--- config.mk ---
export PLATFORM = sky130hd
export DESIGN_NAME = adc_sample_reader_flat
export DESIGN_NICKNAME = d
export VERILOG_FILES = /design/src/rtl/adc_sample_reader_pkg.sv /design/src/rtl/adc_sample_reader_if.sv /design/src/rtl/adc_sample_reader_fifo.sv /design/src/rtl/adc_sample_reader.sv /design/src/flat_wrapper.sv
export SDC_FILE = /design/constraint.sdc
export NUM_CORES = 1
export LEC_CHECK = 0
export ABC_AREA = 1
export CAP_MARGIN = 20
export CORE_ASPECT_RATIO = 0.7
export CORE_MARGIN = 3
export CORE_UTILIZATION = 37
export DETAILED_ROUTE_END_ITERATION = 8
export GPL_ROUTABILITY_DRIVEN = 0
export SLEW_MARGIN = 15
export SYNTH_ARGS = -nofsm -noshare
export SYNTH_HDL_FRONTEND = slang
export SYNTH_HIERARCHICAL = 1
export SYNTH_SLANG_ARGS = --single-unit
--- constraint.sdc ---
create_clock -name clk -period 2.8 [get_ports clk]
set_input_delay 0.84 -clock clk [delete_from_list [all_inputs] [get_ports clk]]
set_output_delay 0.84 -clock clk [all_outputs]
set_load 0.01 [all_outputs]
--- src/rtl/adc_sample_reader_pkg.sv ---
// Shared types and sizing helpers for the ADC sample reader.
// Imported by the reader top and its sample FIFO.
package adc_rd_pkg;

   typedef enum logic [2:0] {
      IDLE,
      LEAD,
      SHIFT,
      TRAIL,
      GAP
   } state_t;

   localparam int DEF_DATA_W     = 12;
   localparam int DEF_CLK_DIV    = 4;
   localparam int DEF_FIFO_DEPTH = 8;
   localparam int DEF_GAP_CYCLES = 2;

   function automatic int lvl_w(int depth);
      return $clog2(depth) + 1;
   endfunction

   function automatic int cnt_w(int n);
      return (n < 2) ? 1 : $clog2(n);
   endfunction

endpackage

--- src/rtl/adc_sample_reader_if.sv ---
// ADC serial bus plus the sample stream toward the consumer.
// master = reader side, slave = ADC/consumer side.
interface adc_sample_reader_if #(
   parameter int DATA_W = 12
);
   logic              cs_n;
   logic              sclk;
   logic              miso;
   logic [DATA_W-1:0] smp_data;
   logic              smp_valid;
   logic              smp_ready;

   modport master (
      output cs_n, sclk, smp_data, smp_valid,
      input  miso, smp_ready
   );

   modport slave (
      input  cs_n, sclk, smp_data, smp_valid,
      output miso, smp_ready
   );
endinterface

--- src/rtl/adc_sample_reader_fifo.sv ---
// First-word-fall-through sample buffer with occupancy count.
// A write into a full FIFO is only accepted when a pop frees the slot.
module sample_fifo
   import adc_rd_pkg::*;
#(
   parameter int DATA_W     = DEF_DATA_W,
   parameter int FIFO_DEPTH = DEF_FIFO_DEPTH
) (
   input  logic                            clk,
   input  logic                            rst,
   input  logic                            push,
   input  logic [DATA_W-1:0]               wdata,
   input  logic                            pop,
   output logic [DATA_W-1:0]               rdata,
   output logic                            full,
   output logic                            empty,
   output logic [lvl_w(FIFO_DEPTH)-1:0]    level
);

   localparam int AW = $clog2(FIFO_DEPTH);
   localparam int LW = lvl_w(FIFO_DEPTH);

   logic [DATA_W-1:0] mem [FIFO_DEPTH];
   logic [AW-1:0]     wr_ptr;
   logic [AW-1:0]     rd_ptr;
   logic [LW-1:0]     count;
   logic              wr_en;
   logic              rd_en;

   assign full  = (count == LW'(FIFO_DEPTH));
   assign empty = (count == '0);
   assign level = count;
   assign rdata = mem[rd_ptr];
   assign rd_en = pop & ~empty;
   assign wr_en = push & (~full | rd_en);

   always_ff @(posedge clk) begin
      if (wr_en) mem[wr_ptr] <= wdata;
   end

   always_ff @(posedge clk) begin
      if (rst) begin
         wr_ptr <= '0;
         rd_ptr <= '0;
         count  <= '0;
      end else begin
         if (wr_en) wr_ptr <= wr_ptr + 1'b1;
         if (rd_en) rd_ptr <= rd_ptr + 1'b1;
         unique case ({wr_en, rd_en})
            2'b10:   count <= count + 1'b1;
            2'b01:   count <= count - 1'b1;
            default: count <= count;
         endcase
      end
   end

endmodule

--- src/rtl/adc_sample_reader.sv ---
// Serial ADC master: frames cs_n/sclk, shifts samples in MSB first
// and hands them to a FWFT FIFO feeding a valid/ready stream.
module adc_sample_reader
   import adc_rd_pkg::*;
#(
   parameter int DATA_W     = DEF_DATA_W,
   parameter int CLK_DIV    = DEF_CLK_DIV,
   parameter int FIFO_DEPTH = DEF_FIFO_DEPTH,
   parameter int GAP_CYCLES = DEF_GAP_CYCLES
) (
   input  logic                         clk,
   input  logic                         rst,
   input  logic                         enable,
   input  logic                         clr_ovf,
   adc_sample_reader_if.master          bus,
   output logic [lvl_w(FIFO_DEPTH)-1:0] level,
   output logic                         overflow
);

   localparam int MAXC = (CLK_DIV > GAP_CYCLES) ? CLK_DIV : GAP_CYCLES;
   localparam int CW   = cnt_w(MAXC);
   localparam int BW   = cnt_w(DATA_W);

   localparam logic [CW-1:0] DIV_END = CW'(CLK_DIV - 1);
   localparam logic [CW-1:0] GAP_END = CW'(GAP_CYCLES - 1);
   localparam logic [BW-1:0] BIT_END = BW'(DATA_W - 1);

   state_t            state;
   state_t            state_n;
   logic [CW-1:0]     cnt;
   logic [CW-1:0]     cnt_n;
   logic [BW-1:0]     bitc;
   logic [BW-1:0]     bitc_n;
   logic              hi;
   logic              hi_n;
   logic              sclk_q;
   logic              cs_n_q;
   logic              sclk_n;
   logic              cs_n_n;
   logic              rise;
   logic [DATA_W-1:0] sr;
   logic              push;
   logic              pop;
   logic              full;
   logic              empty;
   logic              drop;

   always_comb begin
      state_n = state;
      cnt_n   = cnt;
      bitc_n  = bitc;
      hi_n    = hi;
      unique case (state)
         IDLE: begin
            if (enable) begin
               state_n = LEAD;
               cnt_n   = '0;
            end
         end
         LEAD: begin
            if (cnt == DIV_END) begin
               state_n = SHIFT;
               cnt_n   = '0;
               hi_n    = 1'b1;
               bitc_n  = '0;
            end else begin
               cnt_n = cnt + 1'b1;
            end
         end
         SHIFT: begin
            if (cnt == DIV_END) begin
               cnt_n = '0;
               if (hi) begin
                  hi_n = 1'b0;
               end else if (bitc == BIT_END) begin
                  state_n = TRAIL;
               end else begin
                  hi_n   = 1'b1;
                  bitc_n = bitc + 1'b1;
               end
            end else begin
               cnt_n = cnt + 1'b1;
            end
         end
         TRAIL: begin
            if (cnt == DIV_END) begin
               state_n = GAP;
               cnt_n   = '0;
            end else begin
               cnt_n = cnt + 1'b1;
            end
         end
         GAP: begin
            if (cnt == GAP_END) begin
               state_n = enable ? LEAD : IDLE;
               cnt_n   = '0;
            end else begin
               cnt_n = cnt + 1'b1;
            end
         end
         default: state_n = IDLE;
      endcase
   end

   // Pins are registered from the next state so they track the FSM exactly.
   assign sclk_n = (state_n == SHIFT) & hi_n;
   assign cs_n_n = (state_n == IDLE) | (state_n == GAP);
   assign rise   = sclk_n & ~sclk_q;

   assign push = (state == TRAIL) & (cnt == '0);
   assign pop  = bus.smp_valid & bus.smp_ready;
   assign drop = push & full & ~pop;

   always_ff @(posedge clk) begin
      if (rst) begin
         state    <= IDLE;
         cnt      <= '0;
         bitc     <= '0;
         hi       <= 1'b0;
         sclk_q   <= 1'b0;
         cs_n_q   <= 1'b1;
         sr       <= '0;
         overflow <= 1'b0;
      end else begin
         state    <= state_n;
         cnt      <= cnt_n;
         bitc     <= bitc_n;
         hi       <= hi_n;
         sclk_q   <= sclk_n;
         cs_n_q   <= cs_n_n;
         overflow <= drop | (overflow & ~clr_ovf);
         if (rise) sr <= {sr[DATA_W-2:0], bus.miso};
      end
   end

   assign bus.sclk      = sclk_q;
   assign bus.cs_n      = cs_n_q;
   assign bus.smp_valid = ~empty;

   sample_fifo #(
      .DATA_W     (DATA_W),
      .FIFO_DEPTH (FIFO_DEPTH)
   ) u_fifo (
      .clk   (clk),
      .rst   (rst),
      .push  (push),
      .wdata (sr),
      .pop   (pop),
      .rdata (bus.smp_data),
      .full  (full),
      .empty (empty),
      .level (level)
   );

endmodule

--- src/flat_wrapper.sv ---
// flat-port wrapper written by rule: the top's interface ports become plain ports
module adc_sample_reader_flat import adc_rd_pkg::*;
#(
   parameter int DATA_W     = DEF_DATA_W,
   parameter int CLK_DIV    = DEF_CLK_DIV,
   parameter int FIFO_DEPTH = DEF_FIFO_DEPTH,
   parameter int GAP_CYCLES = DEF_GAP_CYCLES
)
  (clk, rst, enable, clr_ovf, level, overflow, bus_cs_n, bus_sclk, bus_smp_data, bus_smp_valid, bus_miso, bus_smp_ready);
  adc_sample_reader_if #(.DATA_W(DATA_W)) bus_i ();
  input  logic clk;
  input  logic rst;
  input  logic enable;
  input  logic clr_ovf;
  output logic [lvl_w(FIFO_DEPTH)-1:0] level;
  output logic overflow;
  output wire logic [$bits(bus_i.cs_n)-1:0] bus_cs_n;
  output wire logic [$bits(bus_i.sclk)-1:0] bus_sclk;
  output wire logic [$bits(bus_i.smp_data)-1:0] bus_smp_data;
  output wire logic [$bits(bus_i.smp_valid)-1:0] bus_smp_valid;
  input wire logic [$bits(bus_i.miso)-1:0] bus_miso;
  input wire logic [$bits(bus_i.smp_ready)-1:0] bus_smp_ready;
  assign bus_cs_n = bus_i.cs_n;
  assign bus_sclk = bus_i.sclk;
  assign bus_smp_data = bus_i.smp_data;
  assign bus_smp_valid = bus_i.smp_valid;
  assign bus_i.miso = bus_miso;
  assign bus_i.smp_ready = bus_smp_ready;
  adc_sample_reader #(.DATA_W(DATA_W), .CLK_DIV(CLK_DIV), .FIFO_DEPTH(FIFO_DEPTH), .GAP_CYCLES(GAP_CYCLES)) u_core (.clk(clk), .rst(rst), .enable(enable), .clr_ovf(clr_ovf), .bus(bus_i), .level(level), .overflow(overflow));
endmodule
# == Word-level counts from Yosys, hierarchy flattened ==
# Memory sizes are Yosys's and may differ from the RTL's. A register that Yosys moved wholly into a read port is not among the register bits.
# Cells that the tools add are included.
# word_totals
ff_bits,35
ramBits,96
out_inout_bits,20
wordCells,90
memories,1
# mem_list
memory,words,width,rd,rd_clocked_by_memory_dff,wr,line_no,text
u_core.u_fifo.mem,8,12,1,1,1,adc_sample_reader_fifo.sv:23,logic [DATA_W-1:0] mem [FIFO_DEPTH];
# op_classes
add_sub_neg,6
n_eq_ne,17
n_mux,28
bitwise_logic,17
n_reduce_logical,10
# ops
op,count
$mux W3,9
$mux W4,4
$pmux W4 S2,2
$pmux W3 S5,1
$and A1 B1 Y1,9
$eq A3 B2 Y1 const B,3
$add A4 B1 Y4 const B,2
$eq A4 B4 Y1 const B,2
$mux W1,7
$add A3 B1 Y3 const B,2
$eq A3 B3 Y1 const B,2
$logic_not A3 Y1,2
$mux W2,3
$ne A2 B2 Y1 const B,3
$pmux W2 S3,1
$not A1 Y1,5
$reduce_and A5 Y1,1
$eq A2 B1 Y1 const B,2
$eq A2 B2 Y1 const B,2
$logic_not A4 Y1,1
$ne A2 B1 Y1 const B,2
$reduce_bool A2 Y1,2
$sub A4 B1 Y4 const B,1
$eq A3 B1 Y1 const B,1
other kinds (7),9

# == Depth between registers and ports, before layout ==
# logic_depth
ltp_word,8
depth_mapped,15
depth_no_buf,15

# == Cells and area by module ==
# Netlist, hierarchy kept.
# by_module_without_submodules
module,n_inst,cells_each,area_per_inst_um2,seq_area_each_um2
sample_fifo,1,341,4388.0,3143.0
adc_sample_reader,1,193,1296.2,500.5

# == Least setup slack after synthesis ==
# OpenSTA, ideal clock, no wires.
# synth_path
kind,in2reg
start,input bus_smp_ready
end,memory u_core.u_fifo.mem[4][0] (enable)
arrival_ns,1.897
t_required_ns,2.420
slack_ns,0.523
cell_stages,8
path_cell_list,nand2_1 > inv_1 > inv_1 > nand4_1 > nand2_1 > inv_1 > nand2_1 > nor2_1
# synth_between
elab_chain_cells,6
# synth_rtl
item,line_no,text
start: declaration,flat_wrapper.sv:22,input wire logic [$bits(bus_i.smp_ready)-1:0] bus_smp_ready;
$and A1 B1 Y1,adc_sample_reader.sv:111,assign pop = bus.smp_valid & bus.smp_ready;
named net u_core.pop,adc_sample_reader.sv:43,logic pop;
$and A1 B1 Y1,adc_sample_reader_fifo.sv:34,assign rd_en = pop & ~empty;
$or A1 B1 Y1,adc_sample_reader_fifo.sv:35,assign wr_en = push & (~full | rd_en);
$and A1 B1 Y1,adc_sample_reader_fifo.sv:35,
$mux W1,adc_sample_reader_fifo.sv:38,if (wr_en) mem[wr_ptr] <= wdata;
$mux W1 (implied by the code),adc_sample_reader_fifo.sv:38,
end: declaration,adc_sample_reader_fifo.sv:23,
# The timed path passes the listed nets, and every way through them passes these cells.

==> flow_summary.ini <==
[final_layout]
drive_gt1_frac = 0.151
syn2layout_area_growth_pct = 23.6
finish.utilization = 0.473
seqCellArea_um2 = 3650
diodes = 0
nets = 604
multi_input_area_um2 = 1760
final_area_um2 = 7030
fillers = 1322

[critical_path]
crit_slowest_cell = dfxtp_4
end_kind = primary output
cp_cell_sequence = buf_12, buf_12, mux2i_4, o22ai_1, nand2_1, nand2_1, dlygate4sd2_1
cp.arrival_ps = 1900
critPathRequiredTime_ps = 1960
path_class = flip-flop to primary output
worstPathMaxFanout = 6
slowest_delay_ps = 430
critPathLaunchType = flip-flop

[logic_synthesis]
synthCells = 534
ys_ff_latch = 134
synth_top_area_frac = 0.507
syn-num-nets = 550
synth_warnings = 6
syn_area_per_cell_um2 = 10.6
synth.area.top_cells = edfxtp_1, dfxtp_1, nand2_1
synth_top_cell_by_area = edfxtp_1
netlist-cell-type-count = 30
syn-cell-area_um2 = 5680
seq_area_frac_synth = 0.641

[place]
hpwl_um = 8540
post_dp_cell_area_um2 = 6220
port_buffers = 25

[grt]
grt_overflow = 0
grt_pass1_wl_um = 20100
grt_usage = 0.161
antenna_found_initial = 0
grt_max_degree = 49
grt_pass1_vias = 3675

[route]
wire_per_inst_um = 16.6
drc = 0
dr.max_layer_used = met4
wl_met1_um = 6260
via_per_inst = 5.03
route.met2.wl_um = 5820
wl_um = 13200
dr.pass1.iters = 5
num_vias = 4003
drt_iter0_drc = 316
wl_met3_um = 933
ant_nets = 0

[clock_network]
cts_tree = done
htree_levels = 4
clk_pin_slew_ps = 60
cts_buffers = 17
clock_latency_ps = 420
clk_path_buf_depth = 2
hold_buffers = 0
cts_sinks = 134
root_buffer = clkbuf_16

[worst_hold_path]
hold_path_class = flip-flop to flip-flop

[sta]
fmax_mhz = 364
slew_violations = 0
fin_crit_ps = 2740
max_slew_margin = 0.616
worst_hold_slack_ps = 467
hold_violations = 0
finalCritPeriodShare = 0.980
setup_viol = 0
clock_skew_ps = 11.2
worst_slew_pin_slew_ps = 575
rsz0062_at_grt = false

[pwr]
p_sw_frac = 0.196
vdd_ir_drop_max_v = 0.000385
p_per_area_nw_per_um2 = 623
pwr-share-clk = 0.506
p_int_w = 0.00352
leakagePower_nw = 2.65
p_switching_w = 0.000860
combPwrFrac = 0.013
sequentialPowerShare = 0.481

[run_status]
outcome = complete, no violations

[floorplan]
core_area_um2 = 14900
rows = 37
die_x_um = 154
chipHeight_um = 110
start_util = 0.383
io_pins = 26
die_area_um2 = 16900

[job]
max_cap_viol_count = 0
[layer usage]
layer | vias to the layer above | GRT usage
met5 | - | 0
met4 | 0 | 0.0529
met3 | 19 | 0.0382
met2 | 137 | 0.237
met1 | 1914 | 0.234
li1 | 1933 | -
[cell families after synthesis]
family                     synth area share
xor gates and xnor gates            0.00154
muxes                                0.0423
adders and majority gates            0.0233
DFF                                   0.641
AOI/OAI and AO/OA                    0.0698
and+or+nand+nor                       0.164
buffers and inverters                0.0581
[per-stage QoR]
step / setup slack, ps / power, W / cells / TNS [ps]
after floorplan: 523 / 0.00219 / 534 / 0
after global placement: 255 / 0.00221 / 755 / 0
after detailed placement: 236 / 0.00221 / 755 / 0
after CTS: -47.3 / 0.00442 / 789 / -252
after global routing: 0.643 / 0.00451 / 796 / 0
final: 56.2 / 0.00438 / 796 / 0
[cells in the final DEF, fill, tap and decap left out, types with 9 or more instances in the layout]
| master | synthesis | routed |
|---|---|---|
| nand2_1 | 92 | 92 |
| mux2i_1 | 24 | 16 |
| ha_1 | 9 | 9 |
| edfxtp_1 | 96 | 96 |
| clkdlybuf4s50_1 | 0 | 13 |
| o21ai_0 | 26 | 26 |
| dfxtp_1 | 38 | 36 |
| inv_1 | 49 | 48 |
| nand3_1 | 29 | 29 |
| nor2_1 | 79 | 79 |
| a21oi_1 | 13 | 13 |
| o22ai_1 | 24 | 23 |
| clkbuf_16 | 0 | 21 |
| buf_4 | 1 | 19 |
[flip-flops by register name, summed over array words and instances (netlist names), named ones only]
register / flops
u_core/u_fifo/wr_ptr: 3
u_core/cnt: 2
u_core/u_fifo/rd_ptr: 3
u_core/bus.sclk: 1
u_core/u_fifo/level: 4
u_core/state: 3
u_core/hi: 1
u_core/bitc: 4
u_core/bus.cs_n: 1
u_core/sr: 12
u_core/overflow: 1
u_core/u_fifo/mem: 96
[layout make-up]
cell class / instances / share of cell area
Sequential cell: 134 / 0.519
Multi-Input combinational cell: 329 / 0.251
Clock buffer: 25 / 0.0796
Timing Repair Buffer: 54 / 0.0796
Tap cell: 195 / 0.0347
Inverter: 52 / 0.0281
Clock inverter: 7 / 0.00748
[worst max-delay path, delay by kind of cell (launching register included)]
family	cells	cell delay, ps
muxes	1	280
buffers and inverters	3	550
DFF	1	430
AOI/OAI and AO/OA	1	100
and+or+nand+nor	2	130
[cells in the mapped netlist]
| cell type | count |
|---|---|
| nor3_1 | 2 |
| nand4_1 | 4 |
| buf_8 | 2 |
| nand2_1 | 92 |
| nor2_1 | 79 |
| xor2_1 | 1 |
| fa_1 | 1 |
| nor3b_1 | 1 |
| buf_2 | 6 |
| buf_4 | 1 |
| clkbuf_1 | 6 |
| a21oi_1 | 13 |
| dfxtp_1 | 38 |
| inv_2 | 3 |
| nand2_2 | 6 |
| ha_1 | 9 |
| inv_1 | 49 |
| nand3_1 | 29 |
| buf_6 | 4 |
| o21ai_0 | 26 |
| or2_2 | 1 |
| mux2i_1 | 24 |
| a21oi_2 | 1 |
| nor2_2 | 6 |
| o22ai_1 | 24 |
| nand2_4 | 1 |
| edfxtp_1 | 96 |
| o21ai_1 | 6 |
| a31oi_1 | 2 |
| nand3_2 | 1 |
[worst paths after layout]
kind                                start  slack [ps]  cells after the start                 endpoint
setup / recovery                flip-flop          60                      7          bus_smp_data[8]
hold / removal    u_core/u_fifo/rd_ptr[2]         470                      2  u_core/u_fifo/rd_ptr[2]
setup reg to reg            u_core/cnt[0]         610                     12   u_core/u_fifo/level[3]
hold reg to reg   u_core/u_fifo/rd_ptr[2]         470                      2  u_core/u_fifo/rd_ptr[2]
[power by group through the flow]
| stage | sequential (W) | combinational [W] | clock (W) |
|---|---|---|---|
| after floorplan | 0.00215 | 0.0000396 | 0 |
| after global placement | 0.00215 | 0.0000569 | 0 |
| after detailed placement | 0.00215 | 0.0000575 | 0 |
| after CTS | 0.00211 | 0.0000577 | 0.00225 |
| after global routing | 0.00211 | 0.0000651 | 0.00234 |
| final | 0.00211 | 0.0000573 | 0.00221 |
[timing repair]
item / 4_1_cts / 5_1_grt
setup endpoints to repair: 12 / 6
cloned: 1 / 1
buffers inserted: 1 / 6
gates resized for setup: 21 / 17
hold endpoints to repair: 0 / 0
Note: power is estimated with default switching activity, not from simulation.
